### src/rtl/regbank_pkg.sv
// rtl/regbank_pkg.sv - register map, requester ids and access record for the shared register bank
package regbank_pkg;

  localparam int DATA_W = 8;
  localparam int ADDR_W = 2;

  localparam int REG_PWM0    = 0;
  localparam int REG_PWM1    = 1;
  localparam int REG_LED     = 2;
  localparam int REG_UARTCFG = 3;

  localparam int REQ_I2C  = 0;
  localparam int REQ_PAR  = 1;
  localparam int REQ_UART = 2;

  typedef struct packed {
    logic              we;
    logic [ADDR_W-1:0] addr;
    logic [DATA_W-1:0] wdata;
  } acc_t;

  typedef enum logic [1:0] {
    ST_IDLE = 2'd0,
    ST_GNT  = 2'd1,
    ST_RESP = 2'd2
  } pipe_state_t;

endpackage

### src/rtl/regbank_rr_arbiter.sv
// rtl/regbank_rr_arbiter.sv - combinational round-robin pick: first unmasked request at or above ptr
module rr_arbiter #(
  parameter int NREQ = 3,
  parameter int PW   = (NREQ > 1) ? $clog2(NREQ) : 1
) (
  input  logic [NREQ-1:0] req,
  input  logic [NREQ-1:0] mask,
  input  logic [PW-1:0]   ptr,
  output logic [NREQ-1:0] gnt,
  output logic [PW-1:0]   idx,
  output logic            valid
);

  logic [NREQ-1:0] w_elig;
  int              w_cand;

  always_comb begin
    w_elig = req & ~mask;
    gnt    = '0;
    idx    = '0;
    valid  = 1'b0;
    w_cand = 0;
    for (int off = 0; off < NREQ; off++) begin
      // ptr never exceeds NREQ-1, so one subtraction is enough to wrap
      w_cand = int'(ptr) + off;
      if (w_cand >= NREQ) w_cand = w_cand - NREQ;
      if (!valid && w_elig[w_cand]) begin
        valid       = 1'b1;
        gnt[w_cand] = 1'b1;
        idx         = PW'(w_cand);
      end
    end
  end

endmodule

### src/rtl/regbank_arbiter.sv
// rtl/regbank_arbiter.sv - round-robin shared register bank with registered grant, write commit and read response
module regbank_arbiter
  import regbank_pkg::*;
#(
  parameter int             NREQ      = 3,
  parameter int             DW        = DATA_W,
  parameter int             AW        = ADDR_W,
  parameter int             REGS      = 4,
  parameter logic [DW-1:0]  RESET_VAL = '0
) (
  input  logic                 clock,
  input  logic                 reset_n,
  input  logic [NREQ-1:0]      req,
  input  logic [NREQ-1:0]      we,
  input  logic [NREQ*AW-1:0]   addr,
  input  logic [NREQ*DW-1:0]   wdata,
  output logic [NREQ-1:0]      gnt,
  output logic [NREQ-1:0]      rvalid,
  output logic [DW-1:0]        rdata,
  output logic [REGS*DW-1:0]   regs_flat,
  output logic [REGS-1:0]      reg_upd
);

  localparam int PW = (NREQ > 1) ? $clog2(NREQ) : 1;

  pipe_state_t     r_state;
  pipe_state_t     w_next_state;
  logic [PW-1:0]   r_ptr;
  logic [NREQ-1:0] r_gnt;
  logic [NREQ-1:0] r_rvalid;
  logic [DW-1:0]   r_rdata;
  logic [REGS-1:0] r_upd;
  logic [DW-1:0]   r_regs [REGS];
  acc_t            r_acc;

  logic [NREQ-1:0] w_win;
  logic [PW-1:0]   w_win_idx;
  logic            w_win_valid;
  acc_t            w_win_acc;
  logic            w_commit;
  logic            w_resp;
  logic [DW-1:0]   w_rd_data;

  // The requester granted last edge still holds req for one more edge; masking it prevents a double grant
  rr_arbiter #(.NREQ(NREQ), .PW(PW)) u_rr (
    .req   (req),
    .mask  (r_gnt),
    .ptr   (r_ptr),
    .gnt   (w_win),
    .idx   (w_win_idx),
    .valid (w_win_valid)
  );

  always_comb begin
    w_win_acc = '0;
    for (int i = 0; i < NREQ; i++) begin
      if (w_win_idx == PW'(i)) begin
        w_win_acc.we    = we[i];
        w_win_acc.addr  = addr[i*AW +: AW];
        w_win_acc.wdata = wdata[i*DW +: DW];
      end
    end
  end

  always_comb begin
    w_rd_data = '0;
    for (int r = 0; r < REGS; r++) begin
      if (r_acc.addr == AW'(r)) w_rd_data = r_regs[r];
    end
  end

  always_comb begin
    w_next_state = ST_IDLE;
    w_commit     = 1'b0;
    w_resp       = 1'b0;
    if (r_state == ST_GNT) begin
      w_commit = r_acc.we;
      w_resp   = !r_acc.we;
    end
    if (w_win_valid) w_next_state = ST_GNT;
    else if (w_resp) w_next_state = ST_RESP;
  end

  always_ff @(posedge clock or negedge reset_n) begin
    if (!reset_n) begin
      r_state  <= ST_IDLE;
      r_ptr    <= '0;
      r_gnt    <= '0;
      r_rvalid <= '0;
      r_rdata  <= '0;
      r_upd    <= '0;
      r_acc    <= '0;
      for (int r = 0; r < REGS; r++) r_regs[r] <= RESET_VAL;
    end else begin
      r_state  <= w_next_state;
      r_gnt    <= w_win;
      r_rvalid <= w_resp ? r_gnt : '0;
      if (w_resp) r_rdata <= w_rd_data;
      if (w_win_valid) begin
        r_ptr <= (w_win_idx == PW'(NREQ - 1)) ? '0 : w_win_idx + PW'(1);
        r_acc <= w_win_acc;
      end
      r_upd <= '0;
      // Unmapped addresses match no slot, so the write and its update pulse vanish
      for (int r = 0; r < REGS; r++) begin
        if (w_commit && r_acc.addr == AW'(r)) begin
          r_regs[r] <= r_acc.wdata;
          r_upd[r]  <= 1'b1;
        end
      end
    end
  end

  for (genvar g = 0; g < REGS; g++) begin : g_flat
    assign regs_flat[g*DW +: DW] = r_regs[g];
  end

  assign gnt     = r_gnt;
  assign rvalid  = r_rvalid;
  assign rdata   = r_rdata;
  assign reg_upd = r_upd;

endmodule
### config.mk
export PLATFORM = sky130hd
export DESIGN_NAME = regbank_arbiter
export DESIGN_NICKNAME = d
export VERILOG_FILES = /design/src/rtl/regbank_pkg.sv /design/src/rtl/regbank_rr_arbiter.sv /design/src/rtl/regbank_arbiter.sv
export SDC_FILE = /design/constraint.sdc
export NUM_CORES = 1
export LEC_CHECK = 0
export BUFFER_PORTS_ARGS = -buffer_cell sky130_fd_sc_hd__buf_2
export CAP_MARGIN = 20
export CORE_ASPECT_RATIO = 0.7
export CORE_UTILIZATION = 53
export DETAILED_ROUTE_END_ITERATION = 10
export PLACE_DENSITY = 0.81
export SLEW_MARGIN = 10
export SYNTH_ARGS = -nofsm -noshare
export SYNTH_HDL_FRONTEND = slang
export SYNTH_SLANG_ARGS = --single-unit
### constraint.sdc
create_clock -name clock -period 7 [get_ports clock]
set_clock_uncertainty 0.2 [all_clocks]
set_input_delay 1.05 -clock clock [delete_from_list [all_inputs] [get_ports clock]]
set_output_delay 1.05 -clock clock [all_outputs]
set_load 0.005 [all_outputs]
==> summary.txt, run 1 <==
Die
  – I/O pins: 88
  – Die ar.: 6189 sq um
  – Chip height: 66.12 um
  – Starting Density: 57.12%
  – Core box area: 5450 sq um
  – Std cell rows: 22
  – Die Wd: 93.60 um

Setup path
  – Worst Setup EP: r_acc[10]
  – Reg-to-reg startpoint: r_ptr[1]
  – WP data required: 7040 ps
  – Worst Path Buf+Inv: 1
  – Arrival @ worst endpoint: 3190 ps
  – Crit-path max cell delay: 740 ps
  – CP top delay family: compound AO/OA/AOI/OAI gates
  – Critical Path Slowest Stage Cell: a21oi_1
  – Crit Path Max Fanout: 11
  – R2r endpoint: r_acc[10]
  – Startpoint types: register
  – Crit path capture type: register
  – R2R depth: 8
  – WS Path Type: reg2reg
  – Cell depth of the worst setup path: 8
  – R2r setup slk: 3850 ps
  – CP cell instances: inv_1 -> ha_1 -> nand4bb_1 -> o31ai_1 -> or4_1 -> a21oi_1 -> a222oi_1 -> o41ai_1
  – CP Launch Point: r_ptr[1]

Global route
  – Vias in the first global route: 2359
  – Initial antenna violation count: 0
  – Largest net degree at the start of global routing: 66
  – Global route overflow: 0
  – GRT Total Usage: 27.42%
  – First-pass GRT wire length: 12200 um

STA
  – Final Hold Vio Count: 0
  – Fmax: 317.1 MHz
  – Rel. slew slack: 37.49%
  – Final period util: 45.04%
  – Setup TNS: 0 ps
  – Final Setup Violations: 0
  – Max-slew violations: 0
  – Crit path time final: 3153 ps
  – Slew @ Worst Pin: 933.5 ps
  – RSZ-0062 raised after global routing: no

Synthesis
  – Post-synth EDFFs: 0
  – Mapped Cells: 259
  – Syn Area/Cell: 12.02 sq um
  – Ys flop type: dfrtp_1
  – Synth Net Count: 301
  – Post-synthesis cell area: 3113 sq um
  – Synth cell types: 46
  – Seq cells post-synth: 65
  – Async S/R FF share, synth: 100.0%
  – Sequential share of the synthesized area: 52.25%
  – Syn. warnings: 0

Status
  – Outcome: finished clean

Pwr
  – Peak supply drop: 0.2751 mV
  – Leak: 0.001856 uW
  – Net Sw Power: 762.7 uW
  – Clock share of power: 16.2%
  – Cell Pwr Density: 517.0 nW/um^2
  – P_int: 1205 uW
  – Gate power share: 47.2%
  – Seq pwr share: 36.6%
  – Pwr Total: 1967 uW
  – Switching Fraction: 38.77%

CTS
  – CTS Sinks: 65
  – CTS Buf Count: 9
  – Post-CTS Setup Repair Bufs: 0
  – Clk_lat worst skew: 350 ps
  – H-tree depth: 3
  – Post-CTS Resized: 0
  – Deepest clock path buffer count: 2
  – Hold Buf Count CTS: 0
  – Clock root cell: clkbuf_8
  – CTS tree: built
  – Clock slew at reported path FFs: 70 ps

Drt
  – Vias per cell: 5.616
  – DR WL/cell: 17.27 um
  – First-pass DRT Iterations: 4
  – ANT nets after route: 0
  – Total number of vias: 2398
  – DRC violations left: 0
  – Initial DRC count: 244
  – Routed WL: 7373 um

Placed design
  – PortBufs: 87
  – DP Area: 3608 sq um
  – RePlAce Congestion: 0.9580
  – Post-DP HPWL: 5091 um

Hold path
  – HP Class: reg2reg

Layout
  – Final Cell Area: 3805 sq um
  – Final nets: 392
  – Diodes inserted: 0
  – Layout cell share with drive strength beyond 1: 43.38%
  – Layout area overhead: 22.23%

Flow run
  – Total of max-cap violations: 0
-- worst register-to-register path, delay by kind of cell (launching register included) --
kind | cells | cell delay (ps)
compound gates | 4 | 1190
fa+ha+maj | 1 | 360
buf+inv | 1 | 90
flops | 1 | 420
simple gates | 2 | 780
-- how the worst min path moves through the flow --
stage,startpoint,end,slack [ps],cells after the start
global placement,gnt[0],rvalid[0],280,1
global route,rdata[0],rdata[0],330,1
floorplan,regs_flat[24],regs_flat[24],290,2
CTS,gnt[0],rvalid[0],310,1
finish,gnt[0],rvalid[0],300,1
detailed placement,rdata[0],rdata[0],290,1
-- sequential cells by signal (all words and copies together), names as in the netlist --
register / cells
r_ptr: 2
gnt: 3
rdata: 8
regs_flat: 32
r_acc: 11
r_state: 2
reg_upd: 4
rvalid: 3
-- power groups by stage --
| stage | clock network (uW) | registers, uW | logic, uW |
|---|---|---|---|
| 6_report | 319 | 720 | 929 |
| 5_1_grt | 334 | 749 | 1040 |
| 4_1_cts | 320 | 719 | 933 |
| 3_5_place_dp | 0 | 724 | 928 |
| 3_3_place_gp | 0 | 714 | 900 |
| 2_1_floorplan | 0 | 677 | 680 |
-- cells in the final DEF (no fill, tap or decap), types with 3 or more instances in the layout --
master,instances
a211oi_1,9
and2_1,4
and2b_1,7
buf_2,87
buf_4,3
clkbuf_8,10
dfrtp_1,65
ha_1,4
inv_1,6
mux2_2,32
mux4_2,8
nand2_1,37
nand3_1,4
nand3b_1,4
nor2_1,7
nor2b_1,6
o21ai_0,11
o21ai_1,9
-- layout make-up --
| cell class | instances | area, sq um |
|---|---|---|
| fill | 404 | 1645 |
| sequential | 65 | 1627 |
| multi-input combinational | 176 | 1404 |
| timing repair buffer | 90 | 457.9 |
| clock buffer | 11 | 141.4 |
| tap | 72 | 90.09 |
| clock inverter | 5 | 55.05 |
| inverter | 8 | 30.03 |
-- metal layers --
layer | vias up | GRT usage (%) | part of all wire [%]
li1 | 1120 | - | -
met1 | 1172 | 38.72 | 46
met2 | 97 | 41.18 | 45
met3 | 9 | 7.701 | 8.1
met4 | 0 | 8.846 | 0.95
met5 | - | 0 | 0
-- synthesized netlist by cell type (all sizes together), types with 2 or more instances --
cell type	number	area, sq um
nor2b	6	37.54
ha	4	50.05
clkbuf	2	7.510
nand3	4	20.02
a21oi	2	10.01
and4b	2	27.53
mux4	8	180.2
dfrtp	65	1627
o21ai	20	100.1
clkinv	2	7.510
nand2b	2	12.51
o31ai	4	40.03
and2b	7	52.55
a21o	2	15.01
a211oi	9	67.56
mux2	32	360.4
nand3b	4	30.03
nand2	37	138.9
a22oi	2	15.01
inv	6	22.52
and2	4	25.02
nor3b	3	27.52
nor2	7	26.28
nor3	3	20.02
buf	8	50.04
-- cells by family after synthesis --
kind of cell	share of synthesized area [%]
flip-flops	52.25
adder cells (fa/ha/maj)	1.608
multiplexers	17.68
AND/OR/NAND/NOR	15.52
buffers and inverters	2.813
AO/OA/AOI/OAI	10.13
-- stage by stage --
step                util [%]  setup slack [ps]  hold WS, ps  std cells
floorplan                  -              4358        286.8        259
CTS                    69.81              3866        306.2        427
global placement       66.21              3618        282.2        411
finish                 69.81              3847        299.1        427
detailed placement     66.21              3509        291.2        411
global route           69.81              3582        325.1        427
No activity file was read; power rests on OpenSTA's default activity.
==> inputs of run 2 (changes only) <==
--- a/config.mk
+++ b/config.mk
@@ -5,12 +5,13 @@
 export SDC_FILE = /design/constraint.sdc
 export NUM_CORES = 1
 export LEC_CHECK = 0
+export ABC_AREA = 1
 export BUFFER_PORTS_ARGS = -buffer_cell sky130_fd_sc_hd__buf_2
 export CAP_MARGIN = 20
 export CORE_ASPECT_RATIO = 0.7
-export CORE_UTILIZATION = 53
+export CORE_UTILIZATION = 52
 export DETAILED_ROUTE_END_ITERATION = 10
-export PLACE_DENSITY = 0.81
+export PLACE_DENSITY = 0.8
 export SLEW_MARGIN = 10
 export SYNTH_ARGS = -nofsm -noshare
 export SYNTH_HDL_FRONTEND = slang
==> constraint.sdc (replaced) <==
create_clock -name clock -period 3 [get_ports clock]
set_clock_uncertainty 0.2 [all_clocks]
set_input_delay 0.45 -clock clock [delete_from_list [all_inputs] [get_ports clock]]
set_output_delay 0.45 -clock clock [all_outputs]
set_load 0.005 [all_outputs]
==> run 2 against run 1 <==
Register-to-register slack worse by 3400 ps. Cell count is 21% higher. Sequential power is 120% higher. Critical endpoint is now r_acc[3]. Clock power is 110% higher. Critical path depth is 5 higher. Hold slack worse by 300 ps.
==> summary.txt, run 2 <==
Global route
  – Global route overflow: 0
  – Largest net degree at the start of global routing: 37
  – First-pass GRT wire length: 12150 um
  – Initial antenna violation count: 0
  – Vias in the first global route: 2537
  – GRT Total Usage: 26.13%

Synthesis
  – Async S/R FF share, synth: 100.0%
  – Seq cells post-synth: 65
  – Top-count cell post-synth: nand2_1
  – Post-synthesis cell area: 3090 sq um
  – Mapped Cells: 343
  – Yosys top cell by area: dfrtp_1
  – Syn Area/Cell: 9.010 sq um
  – Post-synth EDFFs: 0
  – Ys flop type: dfrtp_1
  – Top cells by area, synth: dfrtp_1, nand2_1, mux2_2
  – Synth cell types: 30
  – Syn. warnings: 0
  – Synth top cells by count: nand2_1, dfrtp_1, inv_1
  – Sequential share of the synthesized area: 52.63%
  – Synth Net Count: 385
  – Share of the synthesized area in the top cell type: 52.63%

CTS
  – Clk_lat worst skew: 340 ps
  – H-tree depth: 3
  – Post-CTS Resized: 0
  – Deepest clock path buffer count: 2
  – Post-CTS Setup Repair Bufs: 0
  – CTS Buf Count: 9
  – Hold Buf Count CTS: 0
  – Clock root cell: clkbuf_8
  – CTS tree: built
  – CTS Sinks: 65
  – Clock slew at reported path FFs: 60 ps

STA
  – Final Setup Violations: 0
  – Setup TNS: 0 ps
  – Rel. slew slack: 46.18%
  – Max-slew violations: 0
  – Final Hold Vio Count: 0
  – Crit path time final: 2527 ps
  – Fmax: 395.7 MHz
  – Final period util: 84.23%
  – Slew @ Worst Pin: 807.3 ps
  – RSZ-0062 raised after global routing: no

Die
  – I/O pins: 88
  – Std cell rows: 23
  – Core box area: 5727 sq um
  – Chip height: 66.50 um
  – Starting Density: 53.97%
  – Die Wd: 94.14 um
  – Die ar.: 6260 sq um

Layout
  – Most frequent cells in the layout: nand2_1, buf_2, dfrtp_1
  – Final nets: 478
  – Layout area overhead: 22.23%
  – Largest register FFs: 32
  – Layout cell share with drive strength beyond 1: 33.64%
  – Commonest non-fill, non-tap cell in the layout: nand2_1
  – Diodes inserted: 0

Setup path
  – Crit Path Max Fanout: 20
  – Crit path capture type: register
  – R2r setup slk: 470 ps
  – CP Launch Point: r_ptr[0]
  – Worst Setup EP: r_acc[3]
  – Reg-to-reg startpoint: r_ptr[0]
  – Arrival @ worst endpoint: 2600 ps
  – R2R depth: 13
  – WS Path Type: reg2reg
  – R2r endpoint: r_acc[3]
  – WP data required: 3070 ps
  – Startpoint types: register

Flow run
  – Total of max-cap violations: 0

Placed design
  – RePlAce Congestion: 0.8465
  – PortBufs: 87
  – Post-DP HPWL: 5453 um

Drt
  – DR WL/cell: 14.44 um
  – First-pass DRT Iterations: 4
  – Total number of vias: 2706
  – Initial DRC count: 246
  – DRC violations left: 0
  – Vias per cell: 5.254
  – ANT nets after route: 0
  – Routed WL: 7439 um

Pwr
  – Pwr Total: 4749 uW
  – Leak: 0.002006 uW
  – Cell Pwr Density: 1257 nW/um^2
  – Peak supply drop: 0.6160 mV

Hold path
  – HP Class: in2async

Status
  – Outcome: finished clean
run 2: changes by cell type after synthesis, moves of 9 or more:
| cell | previous run | this run |
|---|---|---|
| a211oi_1 | 9 | 0 |
| inv_1 | 6 | 35 |
| mux2_2 | 32 | 14 |
| nand2_1 | 37 | 89 |
| nand2_2 | 0 | 11 |
| nand3_1 | 4 | 23 |
| nor2_1 | 7 | 26 |
| o21ai_0 | 11 | 27 |
| o21ai_1 | 9 | 0 |
run 2: final cells by class:
cell class                 count  area, sq um
multi-input combinational    226         1229
inverter                      43        168.9
fill                         498         1949
sequential                    65         1627
tap                           75        93.84
timing repair buffer          91        478.0
clock buffer                  13        168.9
clock inverter                 2        12.51
run 2: worst max-delay path, cell delays in order (launching register included):
cell and delay (ps):
dfrtp_1 400, inv_1 90, ha_1 380, inv_1 140, nand2_1 90, nand3_2 80, nand2_2 100, nand3_1 100
nand2_1 90, nor2_4 420, nor2_1 110, nor2_1 140, nand2_1 70, nand2_1 50
run 2: worst min path at each step:
| stage | from | to | slack [ps] |
|---|---|---|---|
| after global routing | reset_n | rvalid[0] | 40 |
| after detailed placement | rdata[1] | rdata[1] | 270 |
| after floorplan | reset_n | gnt[0] | -50 |
| after CTS | reset_n | rvalid[0] | 30 |
| final | reset_n | rvalid[0] | 2 |
| after global placement | rdata[0] | rdata[0] | 260 |
run 2: metal layers:
| layer | vias to the layer above | global-route usage [%] | wire length (um) |
|---|---|---|---|
| met3 | 18 | 8.676 | 524 |
| li1 | 1297 | - | - |
| met5 | - | 0 | 0 |
| met1 | 1277 | 34.65 | 3346 |
| met4 | 0 | 8.462 | 130 |
| met2 | 114 | 40.49 | 3438 |
run 2: kinds of logic (layout without fill, tap and decap cells):
kind of cell,count (synthesis),count (layout),share of synthesized area (%)
and+or+nand+nor,161,161,23.97
DFF,65,65,52.63
buffers and inverters,52,149,7.612
AOI/OAI and AO/OA,47,47,9.069
muxes,14,14,5.101
adders and majority gates,4,4,1.619
run 2: power by group:
group,internal [uW],total (uW),switching [uW]
combinational,929,2500,1570
sequential,1280,1590,301
clock,362,667,305
total,2580,4750,2170
run 2: through the flow:
| step | setup slack, ps | cell area [sq um] | utilization (%) | instances | hold WS (ps) |
|---|---|---|---|---|---|
| final | 473.0 | 3777 | 65.96 | 515 | 1.557 |
| after global routing | 284.7 | 3777 | 65.96 | 515 | 38.82 |
| after CTS | 485.8 | 3777 | 65.96 | 515 | 26.03 |
| after detailed placement | 511.2 | 3596 | 62.79 | 500 | 274.2 |
| after global placement | 675.5 | 3596 | 62.79 | 500 | 260.1 |
| after floorplan | 925.8 | 3090 | - | 343 | -45.59 |
